## config.mk

```make
export PLATFORM = sky130hd
export DESIGN_NAME = dpram_port_arbiter_flat
export DESIGN_NICKNAME = d
export VERILOG_FILES = /design/src/rtl/dpram_port_arbiter_if.sv /design/src/rtl/dpram_port_arbiter.sv /design/src/flat_wrapper.sv
export SDC_FILE = /design/constraint.sdc
export NUM_CORES = 1
export LEC_CHECK = 0
export CAP_MARGIN = 20
export CORE_ASPECT_RATIO = 0.8
export CORE_MARGIN = 5
export CORE_UTILIZATION = 39
export CTS_CLUSTER_SIZE = 30
export DETAILED_ROUTE_END_ITERATION = 16
export PLACE_DENSITY = 0.95
export SLEW_MARGIN = 20
export SYNTH_ARGS = -nofsm -noshare
export SYNTH_HDL_FRONTEND = slang
export SYNTH_SLANG_ARGS = --single-unit
```

## constraint.sdc

```tcl
create_clock -name clk -period 6.1 [get_ports clk]
set_input_delay 0.915 -clock clk [delete_from_list [all_inputs] [get_ports clk]]
set_output_delay 0.915 -clock clk [all_outputs]
set_load 0.005 [all_outputs]
```

## src/rtl/dpram_port_arbiter_if.sv

```systemverilog
// Client and RAM-side signal bundle for the dual-port RAM arbiter.
// The arbiter takes the slave view; the clients and the RAM take the master view.
interface dpram_port_arbiter_if #(
    parameter int NREQ = 4,
    parameter int AW   = 10,
    parameter int DW   = 16
);
    logic [NREQ-1:0]    req;
    logic [NREQ-1:0]    req_we;
    logic [NREQ*AW-1:0] req_addr;
    logic [NREQ*DW-1:0] req_wdata;
    logic [NREQ-1:0]    gnt;
    logic [NREQ-1:0]    rvalid;
    logic [NREQ*DW-1:0] rdata;
    logic [AW-1:0]      ram_addr1;
    logic [AW-1:0]      ram_addr2;
    logic [DW-1:0]      ram_data1;
    logic [DW-1:0]      ram_data2;
    logic               ram_we1;
    logic               ram_we2;
    logic [DW-1:0]      ram_out1;
    logic [DW-1:0]      ram_out2;

    modport slave (
        input  req, req_we, req_addr, req_wdata, ram_out1, ram_out2,
        output gnt, rvalid, rdata,
               ram_addr1, ram_addr2, ram_data1, ram_data2, ram_we1, ram_we2
    );

    modport master (
        output req, req_we, req_addr, req_wdata, ram_out1, ram_out2,
        input  gnt, rvalid, rdata,
               ram_addr1, ram_addr2, ram_data1, ram_data2, ram_we1, ram_we2
    );
endinterface

```

## src/rtl/dpram_port_arbiter.sv

```systemverilog
// Round-robin arbiter sharing both ports of a dual-port RAM among NREQ clients.
// Up to two grants per cycle (port 1 = first requester from ptr, port 2 = next one),
// with the second grant withheld on a same-address hazard involving a write.
// Read data returns to the originator one cycle after its grant.
module dpram_port_arbiter #(
    parameter int NREQ = 4,
    parameter int AW   = 10,
    parameter int DW   = 16
) (
    input  logic                clk,
    input  logic                rst_n,
    dpram_port_arbiter_if.slave bus
);
    localparam int PW = $clog2(NREQ);

    logic [PW-1:0] ptr;
    logic [AW-1:0] addr  [NREQ];
    logic [DW-1:0] wdata [NREQ];

    logic          a_vld, b_vld, conflict, a_gnt, b_gnt;
    logic [PW-1:0] a_idx, b_idx;

    logic          tag1_vld, tag2_vld;
    logic [PW-1:0] tag1_idx, tag2_idx;

    for (genvar g = 0; g < NREQ; g++) begin : g_unpack
        assign addr[g]  = bus.req_addr[g*AW +: AW];
        assign wdata[g] = bus.req_wdata[g*DW +: DW];
    end

    // Arguments never exceed 2*NREQ-2, so one subtraction is enough to wrap.
    function automatic logic [PW-1:0] wrap_idx(input int v);
        int s;
        s = v;
        if (s >= NREQ) s -= NREQ;
        return PW'(s);
    endfunction

    // Scan from ptr: first requester wins port 1, the next one wins port 2
    always_comb begin
        a_vld = 1'b0;
        b_vld = 1'b0;
        a_idx = '0;
        b_idx = '0;
        for (int k = 0; k < NREQ; k++) begin
            if (bus.req[wrap_idx(int'(ptr) + k)]) begin
                if (!a_vld) begin
                    a_vld = 1'b1;
                    a_idx = wrap_idx(int'(ptr) + k);
                end else if (!b_vld) begin
                    b_vld = 1'b1;
                    b_idx = wrap_idx(int'(ptr) + k);
                end
            end
        end
    end

    // Same-address pairs are only safe when both are reads; otherwise B retries.
    assign conflict = a_vld && b_vld && (addr[a_idx] == addr[b_idx]) &&
                      (bus.req_we[a_idx] || bus.req_we[b_idx]);
    assign a_gnt    = rst_n && a_vld;
    assign b_gnt    = rst_n && b_vld && !conflict;

    // Grant vector and RAM port drive; idle ports are held at zero
    always_comb begin
        bus.gnt       = '0;
        bus.ram_addr1 = '0;
        bus.ram_data1 = '0;
        bus.ram_we1   = 1'b0;
        bus.ram_addr2 = '0;
        bus.ram_data2 = '0;
        bus.ram_we2   = 1'b0;
        if (a_gnt) begin
            bus.gnt[a_idx] = 1'b1;
            bus.ram_addr1  = addr[a_idx];
            bus.ram_data1  = wdata[a_idx];
            bus.ram_we1    = bus.req_we[a_idx];
        end
        if (b_gnt) begin
            bus.gnt[b_idx] = 1'b1;
            bus.ram_addr2  = addr[b_idx];
            bus.ram_data2  = wdata[b_idx];
            bus.ram_we2    = bus.req_we[b_idx];
        end
    end

    // Round-robin pointer advance and read-return tags
    always_ff @(posedge clk) begin
        if (!rst_n) begin
            ptr      <= '0;
            tag1_vld <= 1'b0;
            tag2_vld <= 1'b0;
            tag1_idx <= '0;
            tag2_idx <= '0;
        end else begin
            if (b_gnt) begin
                ptr <= wrap_idx(int'(b_idx) + 1);
            end else if (a_gnt) begin
                ptr <= wrap_idx(int'(a_idx) + 1);
            end
            tag1_vld <= a_gnt && !bus.req_we[a_idx];
            tag1_idx <= a_idx;
            tag2_vld <= b_gnt && !bus.req_we[b_idx];
            tag2_idx <= b_idx;
        end
    end

    // Steer each port's RAM output to its tagged requester. rst_n gates the
    // pulse so a read granted just before reset never reports back.
    always_comb begin
        bus.rvalid = '0;
        bus.rdata  = '0;
        if (rst_n && tag1_vld) begin
            bus.rvalid[tag1_idx]               = 1'b1;
            bus.rdata[int'(tag1_idx)*DW +: DW] = bus.ram_out1;
        end
        if (rst_n && tag2_vld) begin
            bus.rvalid[tag2_idx]               = 1'b1;
            bus.rdata[int'(tag2_idx)*DW +: DW] = bus.ram_out2;
        end
    end
endmodule

```

## src/flat_wrapper.sv

```systemverilog
// flat-port wrapper written by rule: the top's interface ports become plain ports
module dpram_port_arbiter_flat 
#(
    parameter int NREQ = 4,
    parameter int AW   = 10,
    parameter int DW   = 16
)
  (clk, rst_n, bus_req, bus_req_we, bus_req_addr, bus_req_wdata, bus_ram_out1, bus_ram_out2, bus_gnt, bus_rvalid, bus_rdata, bus_ram_addr1, bus_ram_addr2, bus_ram_data1, bus_ram_data2, bus_ram_we1, bus_ram_we2);
  dpram_port_arbiter_if #(.NREQ(NREQ), .AW(AW), .DW(DW)) bus_i ();
  input  logic clk;
  input  logic rst_n;
  input wire logic [$bits(bus_i.req)-1:0] bus_req;
  input wire logic [$bits(bus_i.req_we)-1:0] bus_req_we;
  input wire logic [$bits(bus_i.req_addr)-1:0] bus_req_addr;
  input wire logic [$bits(bus_i.req_wdata)-1:0] bus_req_wdata;
  input wire logic [$bits(bus_i.ram_out1)-1:0] bus_ram_out1;
  input wire logic [$bits(bus_i.ram_out2)-1:0] bus_ram_out2;
  output wire logic [$bits(bus_i.gnt)-1:0] bus_gnt;
  output wire logic [$bits(bus_i.rvalid)-1:0] bus_rvalid;
  output wire logic [$bits(bus_i.rdata)-1:0] bus_rdata;
  output wire logic [$bits(bus_i.ram_addr1)-1:0] bus_ram_addr1;
  output wire logic [$bits(bus_i.ram_addr2)-1:0] bus_ram_addr2;
  output wire logic [$bits(bus_i.ram_data1)-1:0] bus_ram_data1;
  output wire logic [$bits(bus_i.ram_data2)-1:0] bus_ram_data2;
  output wire logic [$bits(bus_i.ram_we1)-1:0] bus_ram_we1;
  output wire logic [$bits(bus_i.ram_we2)-1:0] bus_ram_we2;
  assign bus_i.req = bus_req;
  assign bus_i.req_we = bus_req_we;
  assign bus_i.req_addr = bus_req_addr;
  assign bus_i.req_wdata = bus_req_wdata;
  assign bus_i.ram_out1 = bus_ram_out1;
  assign bus_i.ram_out2 = bus_ram_out2;
  assign bus_gnt = bus_i.gnt;
  assign bus_rvalid = bus_i.rvalid;
  assign bus_rdata = bus_i.rdata;
  assign bus_ram_addr1 = bus_i.ram_addr1;
  assign bus_ram_addr2 = bus_i.ram_addr2;
  assign bus_ram_data1 = bus_i.ram_data1;
  assign bus_ram_data2 = bus_i.ram_data2;
  assign bus_ram_we1 = bus_i.ram_we1;
  assign bus_ram_we2 = bus_i.ram_we2;
  dpram_port_arbiter #(.NREQ(NREQ), .AW(AW), .DW(DW)) u_core (.clk(clk), .rst_n(rst_n), .bus(bus_i));
endmodule
```

# == Word-level counts from Yosys, hierarchy flattened ==
# Cells that the tools add are included.
# op_classes
n_reduce_logical,19
n_mul,0
addsub,13
magnitude_cmp,20
shifts,4
n_eq_ne,1
div_mod_pow,0
bitwise_logic,5
n_mux,78
# ops
op,count
$mux W64,2
$shift A16 B33 Y64 const A,2
$shiftx A16 B33 Y64,2
$mux W16,6
$neg A6 Y33,2
$and A64 B64 Y64,1
$bmux W16 S2,2
$bwmux W64,1
$mux W10,6
$mux W2,23
$bmux W10 S2,2
$lt A2 B3 Y1 const B,8
$mux W1,22
$ge A3 B3 Y1 const B,7
$mux W4,4
$logic_and A1 B1 Y1,14
$bmux W1 S2,6
$sub A2 B1 Y2 const B,6
$eq A10 B10 Y1,1
$add A2 B1 Y3 const B,3
$demux W1 S2,4
$ge A2 B1 Y1 const B,4
$or A4 B4 Y4,2
$add A2 B2 Y3 const B,2
5 further kinds,8
# word_totals
reg_bits,8
out_inout_bits,126
mem_count,0
inputBits,146
ramBits,0
latchBits,0
romBits,0

# == Logic depth before layout (Yosys ltp) ==
# logic_depth
depth_word,23
mapped_depth,19
mapped_depth_nobuf,14

# == Least setup slack after synthesis ==
# No wires, ideal clock.
# synth_path
path_type,input -> output
startpoint,input port bus_req[3]
endpoint,output port bus_ram_addr2[0]
n_path_buf,4
path_slack_ps,1140
required_time_ps,5185
cell_stages,17
arrival_time_ps,4045
cell_sequence,buf_6 > buf_2 > a211oi_1 > a31oi_1 > ha_1 > nand2_1 > a211o_1 > a21oi_1 > nor4_1 > buf_2 > mux2_1 > mux2i_1 > o221ai_1 > nor4b_2 > a31oi_4 > buf_6 > and2_1
# synth_via
elab_chain_cells,21
word_cells_on_any_way,54
# synth_rtl
item,line,text
from (decl),flat_wrapper.sv:12,input wire logic [$bits(bus_i.req)-1:0] bus_req;
$bmux W1 S2,dpram_port_arbiter.sv:46,if (bus.req[wrap_idx(int'(ptr) + k)]) begin
$mux W1 (not written as such),dpram_port_arbiter.sv:46,
$mux W1,dpram_port_arbiter.sv:46,
$mux W2 / $mux W1 (equally long branches),dpram_port_arbiter.sv:47,if (!a_vld) begin
$mux W2 / $mux W1 (equally long branches),dpram_port_arbiter.sv:46,
$mux W2,dpram_port_arbiter.sv:50,end else if (!b_vld) begin
$mux W2,dpram_port_arbiter.sv:47,
$mux W2,dpram_port_arbiter.sv:46,
[3 not listed],--,
$not A2 Y3 (not written as such),"dpram_port_arbiter.sv:59, dpram_port_arbiter.sv:81",
$bmux W10 S2,"dpram_port_arbiter.sv:59, dpram_port_arbiter.sv:81",
$mux W10 (not written as such) (2 in series),"dpram_port_arbiter.sv:59, dpram_port_arbiter.sv:81",
$eq A10 B10 Y1,dpram_port_arbiter.sv:59,assign conflict = a_vld && b_vld && (addr[a_idx] == addr[b_idx]) &&
$logic_and A1 B1 Y1 (2 in series),dpram_port_arbiter.sv:59,
$logic_not A1 Y1,dpram_port_arbiter.sv:62,assign b_gnt = rst_n && b_vld && !conflict;
$logic_and A1 B1 Y1,dpram_port_arbiter.sv:62,
$mux W10 *,dpram_port_arbiter.sv:79,if (b_gnt) begin
to (decl),flat_wrapper.sv:22,output wire logic [$bits(bus_i.ram_addr2)-1:0] bus_ram_addr2;
# Every way passes the cells marked *; elsewhere a longest branch is shown, timed or not. The select of a mux whose other input is x is not followed.

# == Worst setup path after layout ==
# layout_path
startpoint,input port bus_req[2]
endpoint,output port bus_ram_addr2[2]
# Same word-level chain as after synthesis.

==> metrics.yaml <==
setup_path:
  rr_worst_depth: 15
  critPathRequiredTime_ns: 5.18
  timing.rr.start: "u_core.ptr[0]"
  criticalPathCategory: "input port to output pin"
  cp-end-kind: "output pin"
  regToRegSetupSlack_ns: 2.20
  r2r_end: "u_core.ptr[1]"
  cp_max_fo: 22
  cp-startpoint: "bus_req[2]"
  worstSetupEndpoint: "bus_ram_addr2[2]"
  startpoint_type: "input port"
  worst_ep_arrival_time_ns: 5.01
route:
  ant_nets: 0
  wirelength_mm: 20.6
  first_iter_violations: 516
  drc: 0
  drt_first_pass_iters: 6
  routed_via_density: 6.17
  routedWlPerCell_um: 20.6
  vias: 6188
yosys:
  syn_avg_cell_area_um2: 7.27
  synth_top_area_share: 0.182
  yosysSeqAreaShare: 0.0368
  synth_edf_count: 0
  ys_top_cells_by_area: "mux2i_1, a22o_1, nand2_1"
  ys_types: 70
  synth_nets: 762
  syn_area_um2: 4350
  dominantRegCellSynth: "dfxtp_1"
  yosysMostFrequentCell: "nand2_1"
  synthTopCellsByCount: "nand2_1, mux2i_1, a22o_1"
  ys_ff_latch: 8
  ys_async_sr_fraction: 0
  yosysTopAreaCell: "mux2i_1"
  synth_warnings: 0
  syn_inst: 599
pwr:
  p_leak_nw: 3.16
  vdd.ir_drop.worst_uv: 169
  power_density_nw_per_um2: 258
finish:
  drive_gt1_frac: 0.107
  areaGrowthSynthToFinish_pct: 74.3
  utilization: 0.697
  fin_nets: 1024
  finalInstanceArea_um2: 7590
  diodes: 0
floorplanning:
  core_um2: 10900
  die_h_um: 104
  rows: 34
  io_pins: 272
  start_util: 0.400
  die_w_um: 128
  die_area_um2: 13400
sta:
  slew_headroom: 0.275
  finalSetupViolCount: 0
  tightest_slew_ns: 1.08
  fin_tns_setup_ns: 0
  hold_viol: 0
  max_freq_ghz: 0.169
  period_needed_ns: 5.92
  fin_crit_sh: 0.971
  slew_viol_final: 0
  skew_ns: 0.00137
clocking:
  clock_path_buffers: 2
  clk_pin_slew_worst_paths_ns: 0.03
  h-tree-depth: 1
  root_buffer: "clkbuf_16"
  cts-buffers-inserted: 3
  insertion_delay_ns: 0.23
  clock_sinks: 8
  cts_hold_buf: 0
  cts_tree: "built"
placement:
  gp_routability_congestion: 0.999
  port_buffers: 271
  placed_area_um2: 7320
  post-dp-hpwl_mm: 16.0
grt:
  grt_pass1_wl_mm: 31.1
  grt_pass1_vias: 5847
  grt_antenna_before_repair: 0
  globalRouteTotalUtil: 0.280
  grt_max_degree: 23
  grt-ovfl-total: 0
status:
  status: "finished clean"
job:
  cap_violations: 0
hold_path:
  hp-class: "flip-flop to flip-flop"
==> registers in the layout, summed over array words and instances (netlist names) <==
signal	flops
u_core.ptr	2
u_core.tag1_idx	2
u_core.tag2_idx	2
u_core.tag1_vld	1
u_core.tag2_vld	1
==> metal layers <==
| layer | GRT usage | vias up | wire, um |
|---|---|---|---|
| li1 | - | 2829 | - |
| met1 | 0.348 | 2875 | 7900 |
| met2 | 0.485 | 419 | 9990 |
| met3 | 0.0462 | 65 | 2070 |
| met4 | 0.0947 | 0 | 672 |
| met5 | 0 | - | 0 |
==> critical path: stages <==
cell and delay [ns]:
clkdlybuf4s50_1 0.47, nor2b_2 0.16, a211oi_1 0.06, a31oi_1 0.22, ha_2 0.24, nand2_1 0.07, a211o_1 0.27, a21oi_2 0.18
nor4_4 0.06, buf_12 0.17, mux2_1 0.39, o31ai_2 0.23, a211oi_1 0.08, a22o_1 0.22, buf_4 0.14, a31oi_4 0.19
buf_12 0.19, and3_1 0.21, clkdlybuf4s50_1 0.55
==> worst min path at each step <==
stage                        from       endpoint  slack, ns  depth (start not counted)
floorplan           u_core.ptr[1]  u_core.ptr[1]       0.81                          3
global placement    u_core.ptr[1]  u_core.ptr[1]       0.81                          3
detailed placement  u_core.ptr[1]  u_core.ptr[1]       0.80                          3
CTS                 u_core.ptr[1]  u_core.ptr[1]       0.85                          3
global route        u_core.ptr[1]  u_core.ptr[1]       0.88                          3
finish              u_core.ptr[1]  u_core.ptr[1]       0.87                          3
==> power breakdown <==
| part | internal [mW] | switching (mW) |
|---|---|---|
| clock | 0.0842 | 0.0231 |
| sequential | 0.0655 | 0.0237 |
| combinational | 0.861 | 0.896 |
| total | 1.01 | 0.943 |
==> cell type report <==
type | count | area [um2]
flip-flops and latches | 8 | 160
inverters | 9 | 37.5
well taps | 144 | 180
repair buffers | 312 | 3090
fillers | 857 | 3300
clock buffers | 3 | 75.1
multi-input cells | 527 | 4040
==> cells in the final DEF, fill, tap and decap left out, types with 3 or more instances in the layout <==
cell / n
dfxtp_1: 8
a32o_1: 4
a22o_1: 65
a2111oi_2: 3
buf_4: 37
nor2_1: 25
nor3_1: 11
o21a_1: 3
nand4_1: 8
xnor2_1: 4
clkbuf_16: 4
dlymetal6s2s_1: 3
inv_1: 7
nor2b_1: 9
a21o_1: 7
and2_1: 7
nand3b_1: 3
o21ai_1: 4
ha_1: 16
and3_1: 44
mux2i_4: 5
a22oi_1: 6
mux2i_2: 5
nand3_1: 11
clkdlybuf4s50_1: 268
o211ai_1: 5
mux2i_1: 71
nand2_1: 102
a211o_1: 5
a211oi_1: 24
a221oi_2: 3
a21oi_1: 9
mux2_1: 9
==> stage by stage <==
stage | setup WS (ns) | instances | power, mW | hold WS, ns
after floorplan | 1.14 | 599 | 1.06 | 0.812
after global placement | 0.114 | 996 | 1.66 | 0.810
after detailed placement | -0.0606 | 996 | 1.69 | 0.795
after CTS | 0.0174 | 999 | 1.81 | 0.853
after global routing | -0.00163 | 1003 | 2.06 | 0.884
final | 0.175 | 1003 | 1.95 | 0.867
==> cells by family (layout without fill, tap and decap cells) <==
| group | after synthesis | in the layout | synth area share |
|---|---|---|---|
| adders and majority gates | 17 | 17 | 0.0489 |
| AOI/OAI and AO/OA | 168 | 168 | 0.327 |
| and+or+nand+nor | 244 | 244 | 0.279 |
| buffers and inverters | 64 | 324 | 0.0724 |
| xor gates and xnor gates | 5 | 5 | 0.0101 |
| muxes | 93 | 93 | 0.226 |
| DFF | 8 | 8 | 0.0368 |
==> timing repair <==
| item | in CTS | in global routing |
|---|---|---|
| pin swaps | 1 | 4 |
| gates cloned | 0 | 1 |
| buffers inserted | 0 | 3 |
| endpoints found under the setup margin | 3 | 31 |
| gates resized for setup | 0 | 34 |
(Power assumes the default switching activity.)
